**config.mk**
```make
export PLATFORM = sky130hd
export DESIGN_NAME = hamming_seq_unit
export DESIGN_NICKNAME = d
export VERILOG_FILES = /design/src/rtl/hamming_pkg.sv /design/src/rtl/hamming_chunk_count.sv /design/src/rtl/hamming_seq_unit.sv
export SDC_FILE = /design/constraint.sdc
export NUM_CORES = 1
export LEC_CHECK = 0
export ABC_CLOCK_PERIOD_IN_PS = 4700
export CAP_MARGIN = 10
export CORE_MARGIN = 4
export CORE_UTILIZATION = 30
export DETAILED_ROUTE_END_ITERATION = 7
export SETUP_SLACK_MARGIN = 0.5
export SYNTH_ARGS = -nofsm -noshare
export SYNTH_HDL_FRONTEND = slang
export SYNTH_HIERARCHICAL = 1
export SYNTH_SLANG_ARGS = --single-unit
```
**constraint.sdc**
```tcl
create_clock -name clk -period 4.7 [get_ports clk]
set_input_delay 0.47 -clock clk [delete_from_list [all_inputs] [get_ports clk]]
set_output_delay 0.47 -clock clk [all_outputs]
set_load 0.1 [all_outputs]
```
**src/rtl/hamming_pkg.sv**
```systemverilog
// Shared encodings for the sequential Hamming unit: operation modes and FSM states.
package hamming_pkg;

  typedef enum logic [1:0] {
    HM_WEIGHT = 2'b00,
    HM_DIST   = 2'b01,
    HM_PARITY = 2'b10,
    HM_ZEROS  = 2'b11
  } hm_mode_e;

  typedef enum logic [1:0] {
    HS_IDLE = 2'd0,
    HS_RUN  = 2'd1,
    HS_DONE = 2'd2
  } hs_state_e;

endpackage

```
**src/rtl/hamming_chunk_count.sv**
```systemverilog
// Combinational popcount of one CHUNK-bit slice; zero latency, no flow control.
module hamming_chunk_count #(
  parameter int CHUNK = 8,
  parameter int CNT_W = $clog2(CHUNK + 1)
) (
  input  logic [CHUNK-1:0] bits,
  output logic [CNT_W-1:0] count
);

  always_comb begin
    count = '0;
    for (int i = 0; i < CHUNK; i++) begin
      count = count + CNT_W'(bits[i]);
    end
  end

endmodule

```
**src/rtl/hamming_seq_unit.sv**
```systemverilog
// Multi-cycle weight/distance/parity/zero-count unit, CHUNK bits per clock.
// Latency N+1 cycles from the accept cycle (N = WIDTH/CHUNK); result held in DONE until out_ready.
module hamming_seq_unit
  import hamming_pkg::*;
#(
  parameter int WIDTH = 32,
  parameter int CHUNK = 8,
  parameter int RES_W = 32
) (
  input  logic             clk,
  input  logic             rst_n,
  input  logic             in_valid,
  output logic             in_ready,
  input  logic [WIDTH-1:0] op_a,
  input  logic [WIDTH-1:0] op_b,
  input  logic [1:0]       mode,
  input  logic             clr,
  output logic             out_valid,
  input  logic             out_ready,
  output logic [RES_W-1:0] result,
  output logic             busy
);

  localparam int N     = WIDTH / CHUNK;
  localparam int ACC_W = $clog2(WIDTH + 1);
  localparam int CC_W  = $clog2(CHUNK + 1);
  localparam int CNT_W = (N > 1) ? $clog2(N) : 1;

  generate
    if ((WIDTH % CHUNK) != 0 || CHUNK > WIDTH) begin : g_bad_params
      $error("hamming_seq_unit: WIDTH must be a non-zero multiple of CHUNK");
    end
  endgenerate

  hs_state_e        state_q, state_d;
  hm_mode_e         mode_q;
  logic [WIDTH-1:0] sr_q;
  logic [ACC_W-1:0] acc_q;
  logic [CNT_W-1:0] cnt_q;
  logic [CC_W-1:0]  chunk_cnt;
  logic [ACC_W-1:0] acc_sum;
  logic [RES_W-1:0] res_next;
  logic             accept, step, finish;

  hamming_chunk_count #(
    .CHUNK (CHUNK),
    .CNT_W (CC_W)
  ) u_chunk (
    .bits  (sr_q[CHUNK-1:0]),
    .count (chunk_cnt)
  );

  // Includes the chunk counted this cycle so the final RUN cycle feeds the result directly.
  assign acc_sum = acc_q + ACC_W'(chunk_cnt);

  always_ff @(posedge clk or negedge rst_n) begin
    if (!rst_n) begin
      state_q <= HS_IDLE;
    end else begin
      state_q <= state_d;
    end
  end

  always_comb begin
    state_d   = state_q;
    accept    = 1'b0;
    step      = 1'b0;
    finish    = 1'b0;
    in_ready  = 1'b0;
    out_valid = 1'b0;
    busy      = 1'b0;
    case (state_q)
      HS_IDLE: begin
        in_ready = 1'b1;
        if (in_valid) begin
          accept  = 1'b1;
          state_d = HS_RUN;
        end
      end
      HS_RUN: begin
        busy = 1'b1;
        step = 1'b1;
        if (cnt_q == '0) begin
          finish  = 1'b1;
          state_d = HS_DONE;
        end
      end
      HS_DONE: begin
        busy      = 1'b1;
        out_valid = 1'b1;
        if (out_ready) state_d = HS_IDLE;
      end
      default: state_d = HS_IDLE;
    endcase
    // Abort overrides any accept, step or completion in the same cycle.
    if (clr) begin
      state_d = HS_IDLE;
      accept  = 1'b0;
      step    = 1'b0;
      finish  = 1'b0;
    end
  end

  always_comb begin
    res_next = '0;
    case (mode_q)
      HM_WEIGHT, HM_DIST: res_next = RES_W'(acc_sum);
      HM_PARITY:          res_next = RES_W'(acc_sum[0]);
      HM_ZEROS:           res_next = RES_W'(ACC_W'(WIDTH) - acc_sum);
      default:            res_next = '0;
    endcase
  end

  always_ff @(posedge clk or negedge rst_n) begin
    if (!rst_n) begin
      sr_q   <= '0;
      acc_q  <= '0;
      cnt_q  <= '0;
      mode_q <= HM_WEIGHT;
      result <= '0;
    end else begin
      if (accept) begin
        sr_q   <= (hm_mode_e'(mode) == HM_DIST) ? (op_a ^ op_b) : op_a;
        mode_q <= hm_mode_e'(mode);
        acc_q  <= '0;
        cnt_q  <= CNT_W'(N - 1);
      end else if (step) begin
        sr_q  <= sr_q >> CHUNK;
        acc_q <= acc_sum;
        cnt_q <= cnt_q - 1'b1;
      end
      if (finish) result <= res_next;
    end
  end

endmodule
```
==> reports/metrics.csv, run 1 <==
stage,metric,value,unit
outcome,status,"complete, no violations",
drt,viasPerCell,4.58,
sta,final_hold_viol_count,0,
critical_path,cpPeakStageDelay,0.53,ns
floorplan,die_y,113,um
grt,grt_pass1_wl,12800,um
sta,rsz0062_at_grt,yes,
critical_path,worstPathMaxFanout,4,
sta,post-route-min-period,4.23,ns
logic_synthesis,synth-main-ff-cell,dfrtp_1,
final_layout,fin_area,4580,sq um
floorplan,start_util,30.6,%
sta,max_freq,0.236,GHz
grt,antenna_found_initial,0,
critical_path,cpMostUsedCell,fa_1,
clock_network,clk_pin_slew,0.10,ns
logic_synthesis,ys.warnings.count,6,
critical_path,crit_family,adder cells,
final_layout,area_growth_syn_to_layout,38.2,%
critical_path,timing.rr.end,result[5]$_DFFE_PN0P_,
sta,slew_headroom,33.9,%
placed_design,io_buffers,105,
grt,grt_pass1_vias,2790,
critical_path,r2r-start,sr_q[3]$_DFFE_PN0P_,
drt,drtPass1Iterations,4,
placed_design,gp_congestion,0.873,
sta,final.setup_skew,0.0134,ns
logic_synthesis,ys_seq_area_share,38.5,%
floorplan,dieArea,12800,sq um
logic_synthesis,netlist_area,3310,sq um
critical_path,crit_slowest_cell,fa_1,
floorplan,rows,38,
critical_path,path_buf_inv,4,
critical_path,crit_start,sr_q[3]$_DFFE_PN0P_,
placed_design,placed_cell_area,4320,sq um
grt,grt_max_degree,68,
critical_path,worst-path-stages,16,
critical_path,startpoint_type,register,
logic_synthesis,synth_area_leaders,"dfrtp_1 39%, nand2_1 12%, xnor2_1 6.9%, buf_4 5.7%, ha_1 4.9%",
sta,finalSetupTns,0,ns
floorplan,io_pins,106,
critical_path,timing.critical_path.cells,"inv_2, fa_1, fa_1, fa_1, inv_1, ha_2, inv_2, fa_1, inv_2, fa_2, nand3_2, nand2_4, xnor2_4, or3_1, o311a_1, o21ai_2",
floorplan,core,10800,sq um
critical_path,critPathKind,reg -> reg,
job,maxCapViolations,0,
sta,tightest_slew,0.989,ns
drt,dr.first_iter.drc_count,97,
logic_synthesis,synth_cells,403,
logic_synthesis,synth-edff-count,0,
logic_synthesis,synthArstFlopShare,100,%
drt,drtAntennaViolNets,0,
final_layout,fin_util,42.2,%
sta,finalCritPeriodShare,90.1,%
final_layout,fillers,1091,
critical_path,endpoint_kind,register,
sta,setup_viol,0,
floorplan,die-width,113,um
sta,finalMaxSlewViolations,0,
clock_network,cts_tree,built,
clock_network,root_buffer,clkbuf_8,
worst_hold_path,hold_path_class,in -> async,
clock_network,cts_hold_buffers,0,
critical_path,required,4.95,ns
clock_network,cts_buffers,5,
clock_network,cts_buffer_depth,2,
final_layout,n_antenna_cell,0,
logic_synthesis,avgSynthCellArea,8.22,sq um
final_layout,layout_commonest_cell,nand2_1,
logic_synthesis,syn_nets,492,
clock_network,htree_levels,2,
drt,drc_errors,0,
final_layout,layout_common_cells,"106 x nand2_1, 104 x clkdlybuf4s50_1, 51 x dfrtp_1",
clock_network,insertion_delay,0.31,ns
drt,post_drt_wl_per_cell,12.2,um
final_layout,final_nets,573,
drt,drt_wl_total,7660,um
grt,grt_remaining_overflow,0,
critical_path,critPathArrivalTime,4.48,ns
logic_synthesis,synth-seq-cells,51,
logic_synthesis,synth_area_leader_cell,dfrtp_1,
final_layout,drive_gt1_share,10.1,%
logic_synthesis,synth_cell_types,38,
placed_design,dpl.hpwl,5460,um
logic_synthesis,yosysTopAreaCellShare,38.5,%
critical_path,reg2reg_slack,0.47,ns
drt,vias,2860,
clock_network,cts.sinks,51,
critical_path,rr_worst_depth,16,
critical_path,crit_end,result[5]$_DFFE_PN0P_,
grt,grtUsageTotal,11.9,%
stage by stage:
stage	std cells	hold slack [ns]	setup slack, ns
6_report	625	0.248	0.467
2_1_floorplan	403	0.174	0.543
3_5_place_dp	608	0.478	0.337
5_1_grt	625	0.318	0.329
3_3_place_gp	608	0.468	0.412
4_1_cts	621	0.289	0.458
synthesized netlist by cell type, types with 2 or more instances:
| library cell | count |
|---|---|
| xnor2_2 | 2 |
| a31oi_1 | 24 |
| dfrtp_1 | 51 |
| xnor2_1 | 26 |
| nand2_1 | 107 |
| nand3_1 | 11 |
| clkbuf_1 | 20 |
| nor2b_1 | 2 |
| a21oi_1 | 13 |
| buf_4 | 25 |
| fa_1 | 5 |
| nor2_1 | 31 |
| nand2b_1 | 2 |
| ha_1 | 13 |
| inv_1 | 25 |
| mux2i_1 | 3 |
| xor2_1 | 10 |
| o21ai_0 | 13 |
cell families (layout without fill, tap and decap cells):
kind of cell / Yosys count / count (layout) / synth area share, %
DFF: 51 / 51 / 38.5
buffers and inverters: 70 / 152 / 10.8
adders and majority gates: 18 / 18 / 7.93
muxes: 4 / 4 / 1.25
AOI/OAI and AO/OA: 61 / 61 / 11.2
and+or+nand+nor: 161 / 161 / 19.9
xor gates and xnor gates: 38 / 38 / 10.5
state kept, by name (all words and copies together) (netlist names):
register / flops
acc_q: 6
cnt_q: 2
mode_q: 2
result: 7
sr_q: 32
state_q: 2
timing repair:
| item | 4_1_cts | 5_1_grt |
|---|---|---|
| gates resized for setup | 9 | 11 |
| buffers inserted | 5 | 4 |
| endpoints found under the setup margin | 4 | 7 |
| cloned | 0 | 0 |
| pin swaps | 8 | 4 |
routing by layer:
layer	GRT usage (%)	vias up	wire length (um)
li1	-	1444	-
met1	15.2	1330	3370
met2	20.5	78	3800
met3	2.41	8	401
met4	3.13	0	90
met5	0	-	0
final cells by class:
type | count | area (sq um) | share of cell area (%)
repair buffers | 119 | 1160 | 25.4
well taps | 140 | 175 | 3.83
clock inverters | 3 | 26.3 | 0.574
multi-input cells | 282 | 1780 | 38.8
inverters | 25 | 93.8 | 2.05
flip-flops and latches | 51 | 1280 | 27.9
clock buffers | 5 | 68.8 | 1.50
worst min path at each step:
| stage | start | end | slack, ns | cells past startpoint |
|---|---|---|---|---|
| global placement | result[2]$_DFFE_PN0P_ | result[2]$_DFFE_PN0P_ | 0.47 | 2 |
| detailed placement | result[2]$_DFFE_PN0P_ | result[2]$_DFFE_PN0P_ | 0.48 | 2 |
| CTS | rst_n | sr_q[30]$_DFFE_PN0P_ | 0.29 | 2 |
| global route | rst_n | sr_q[30]$_DFFE_PN0P_ | 0.32 | 2 |
| finish | rst_n | result[0]$_DFFE_PN0P_ | 0.25 | 2 |
| floorplan | rst_n | acc_q[0]$_DFFE_PN0P_ | 0.17 | 0 |
Power of run 1 is left out: the tool's default activity adds up to more than one toggle a clock period on the data nets, which glitch-free logic cannot reach.
==> run 2, diff against run 1 <==
--- a/config.mk
+++ b/config.mk
@@ -10,8 +10,11 @@
 export CORE_MARGIN = 4
 export CORE_UTILIZATION = 30
 export DETAILED_ROUTE_END_ITERATION = 7
+export MAX_ROUTING_LAYER = met4
 export SETUP_SLACK_MARGIN = 0.5
+export SLEW_MARGIN = 20
 export SYNTH_ARGS = -nofsm -noshare
 export SYNTH_HDL_FRONTEND = slang
 export SYNTH_HIERARCHICAL = 1
 export SYNTH_SLANG_ARGS = --single-unit
+export TNS_END_PERCENT = 5
==> run 2 against run 1 <==
Worst hold slack improved by 0.0048 ns. Worst setup slack got worse by 0.0023 ns. Core utilization fell by 0.60 points. Flip-flop and latch count unchanged. Final cell count fell by 0.64%. Sequential share of layout area increased by 0.40 points. Clock-buffer cell count unchanged. Global-route usage rose by 0.36 points. Clock skew is essentially flat. Fmax about the same. Largest cell class unchanged.
==> reports/metrics.csv, run 2 (synthesis results as in run 1) <==
stage,metric,value,unit,change
outcome,status,"complete, no violations",,
final_layout,n_antenna_cell,0,,unchanged
placed_design,gp_congestion,0.887,,+1.6%
sta,rsz0062_at_grt,yes,,
critical_path,rr_worst_depth,16,,unchanged
sta,max_freq,0.236,GHz,about the same
power,p_leak,1.92,nW,
clock_network,cts.sinks,51,,unchanged
critical_path,r2r-start,sr_q[3]$_DFFE_PN0P_,,
sta,finalCritPeriodShare,90.1,%,about the same
sta,finalSetupTns,0,ns,unchanged
power,sw_frac_of_total,47.9,%,
critical_path,endpoint_kind,register,,
clock_network,cts_buffer_depth,2,,unchanged
critical_path,critPathArrivalTime,4.48,ns,about the same
clock_network,clk_pin_slew,0.10,ns,about the same
drt,drc_errors,0,,unchanged
power,seq_power_share,18.5,%,
worst_hold_path,hold_path_class,in -> async,,
placed_design,dpl.hpwl,5460,um,unchanged
drt,dr.first_iter.drc_count,113,,+16%
sta,final_hold_viol_count,0,,unchanged
critical_path,cpPeakStageDelay,0.53,ns,about the same
drt,vias,2810,,-1.7%
grt,grt_pass1_wl,12800,um,about the same
power,internal_power,2.08,mW,
floorplan,core,10800,sq um,unchanged
drt,drtAntennaViolNets,0,,unchanged
grt,antenna_found_initial,0,,unchanged
critical_path,worst-path-stages,16,,unchanged
sta,tightest_slew,0.989,ns,-0.00000632 ns
final_layout,layout_commonest_cell,nand2_1,,
final_layout,final_nets,569,,-0.70%
power,power_switching,1.92,mW,
critical_path,path_buf_inv,4,,unchanged
floorplan,rows,38,,unchanged
critical_path,timing.critical_path.cells,"inv_1, fa_1, fa_1, fa_1, inv_1, ha_1, inv_1, fa_1, inv_1, fa_2, nand3_2, nand2_4, xnor2_4, or3_1, o311a_1, o21ai_2",,
sta,finalMaxSlewViolations,0,,unchanged
floorplan,io_pins,106,,unchanged
placed_design,dp_cells,608,,unchanged
clock_network,cts_buffers,5,,unchanged
sta,holdWs,0.253,ns,+0.00480 ns
drt,viasPerCell,4.52,,-1.1%
floorplan,die_y,113,um,unchanged
final_layout,fillers,1102,,+1.0%
critical_path,crit_start,sr_q[3]$_DFFE_PN0P_,,
sta,setup_viol,0,,unchanged
drt,drtPass1Iterations,4,,unchanged
grt,grt_remaining_overflow,0,,unchanged
job,maxCapViolations,0,,unchanged
final_layout,fin_area,4510,sq um,-1.4%
clock_network,cts_tree,built,,
critical_path,crit_end,result[5]$_DFFE_PN0P_,,
clock_network,root_buffer,clkbuf_8,,
critical_path,crit_slowest_cell,fa_1,,
grt,grt_pass1_vias,2785,,-0.18%
sta,final.setup_skew,0.0133,ns,-0.000165 ns
critical_path,worstPathMaxFanout,4,,unchanged
critical_path,timing.rr.end,result[5]$_DFFE_PN0P_,,
power,combPwrFrac,74.8,%,
clock_network,cts_hold_buffers,0,,unchanged
placed_design,io_buffers,105,,unchanged
final_layout,top_regs,"sr_q x32, result x7, acc_q x6",,
sta,fin_ws,0.465,ns,-0.00234 ns
critical_path,startpoint_type,register,,
floorplan,dieArea,12800,sq um,unchanged
critical_path,reg2reg_slack,0.46,ns,about the same
power,max-vdd-ir-drop,0.672,mV,
power,clockPowerShare,6.7,%,
clock_network,insertion_delay,0.31,ns,about the same
clock_network,htree_levels,2,,unchanged
critical_path,crit_family,adder cells,,
power,powerDensity,885,nW/um^2,
drt,post_drt_wl_per_cell,12.2,um,-0.76%
power,total_power,4.00,mW,
grt,grt_max_degree,68,,unchanged
critical_path,required,4.95,ns,about the same
drt,drt_wl_total,7550,um,-1.4%
final_layout,drive_gt1_share,7.28,%,-2.8 points
sta,post-route-min-period,4.24,ns,+0.00234 ns
final_layout,largest_register,sr_q,,
final_layout,stdcell_count,621,,-0.64%
placed_design,post-place-ws,0.337,ns,unchanged
final_layout,layout_common_cells,"107 x nand2_1, 104 x clkdlybuf4s50_1, 51 x dfrtp_1",,
floorplan,start_util,30.6,%,unchanged
sta,slew_headroom,33.9,%,about the same
critical_path,critPathKind,reg -> reg,,
final_layout,area_growth_syn_to_layout,36.2,%,
final_layout,largest_register_ffs,32,,unchanged
grt,grtUsageTotal,12.3,%,+0.36 points
placed_design,placed_cell_area,4320,sq um,unchanged
floorplan,die-width,113,um,unchanged
final_layout,fin_util,41.6,%,-0.60 points
-- run 2: changes by cell type in the layout (fill, tap and decap cells not counted), sizes merged --
cell,before,now
buf,15,11
-- run 2: layer usage --
layer	share of wire, %	track usage, %	up-vias
met5	0	-	-
met4	1.2	3.13	0
met3	4.4	2.30	8
met2	49	20.5	67
met1	45	15.4	1303
li1	-	-	1432
-- run 2: worst reg2reg max path: stages, from the launching register on --
cell and delay [ns]:
dfrtp_1 0.35, inv_1 0.06, fa_1 0.49, fa_1 0.53, fa_1 0.40, inv_1 0.06
ha_1 0.15, inv_1 0.05, fa_1 0.47, inv_1 0.06, fa_2 0.40, nand3_2 0.11
nand2_4 0.08, xnor2_4 0.16, or3_1 0.36, o311a_1 0.32, o21ai_2 0.11
-- run 2: worst min path at each step --
stage,slack (ns),to,cells after the start
detailed placement,0.48,result[2]$_DFFE_PN0P_,2
floorplan,0.17,acc_q[0]$_DFFE_PN0P_,0
CTS,0.29,sr_q[30]$_DFFE_PN0P_,2
finish,0.25,result[0]$_DFFE_PN0P_,2
global route,0.32,sr_q[30]$_DFFE_PN0P_,2
global placement,0.47,result[2]$_DFFE_PN0P_,2
-- run 2: area by class of cell --
| type | instances | area [sq um] | share of cell area (%) |
|---|---|---|---|
| multi-input combinational | 282 | 1750 | 38.8 |
| sequential | 51 | 1280 | 28.3 |
| timing repair buffer | 115 | 1120 | 24.8 |
| tap | 140 | 175 | 3.88 |
| inverter | 25 | 93.8 | 2.08 |
| clock buffer | 5 | 68.8 | 1.52 |
| clock inverter | 3 | 26.3 | 0.582 |
-- run 2: power groups by stage --
stage / registers [mW] / clock network [mW] / logic [mW]
2_1_floorplan: 0.820 / 0 / 1.83
3_3_place_gp: 0.741 / 0 / 2.34
3_5_place_dp: 0.745 / 0 / 2.44
4_1_cts: 0.736 / 0.278 / 2.91
5_1_grt: 0.768 / 0.295 / 3.34
6_report: 0.738 / 0.268 / 2.99
-- run 2: timing repair --
item,4_1_cts,5_1_grt
resized for setup,9,1
setup endpoints to repair,4,7
buffers inserted,5,0
gates cloned,0,0
pin swaps,8,2
Power figures use the tool's default switching activity.
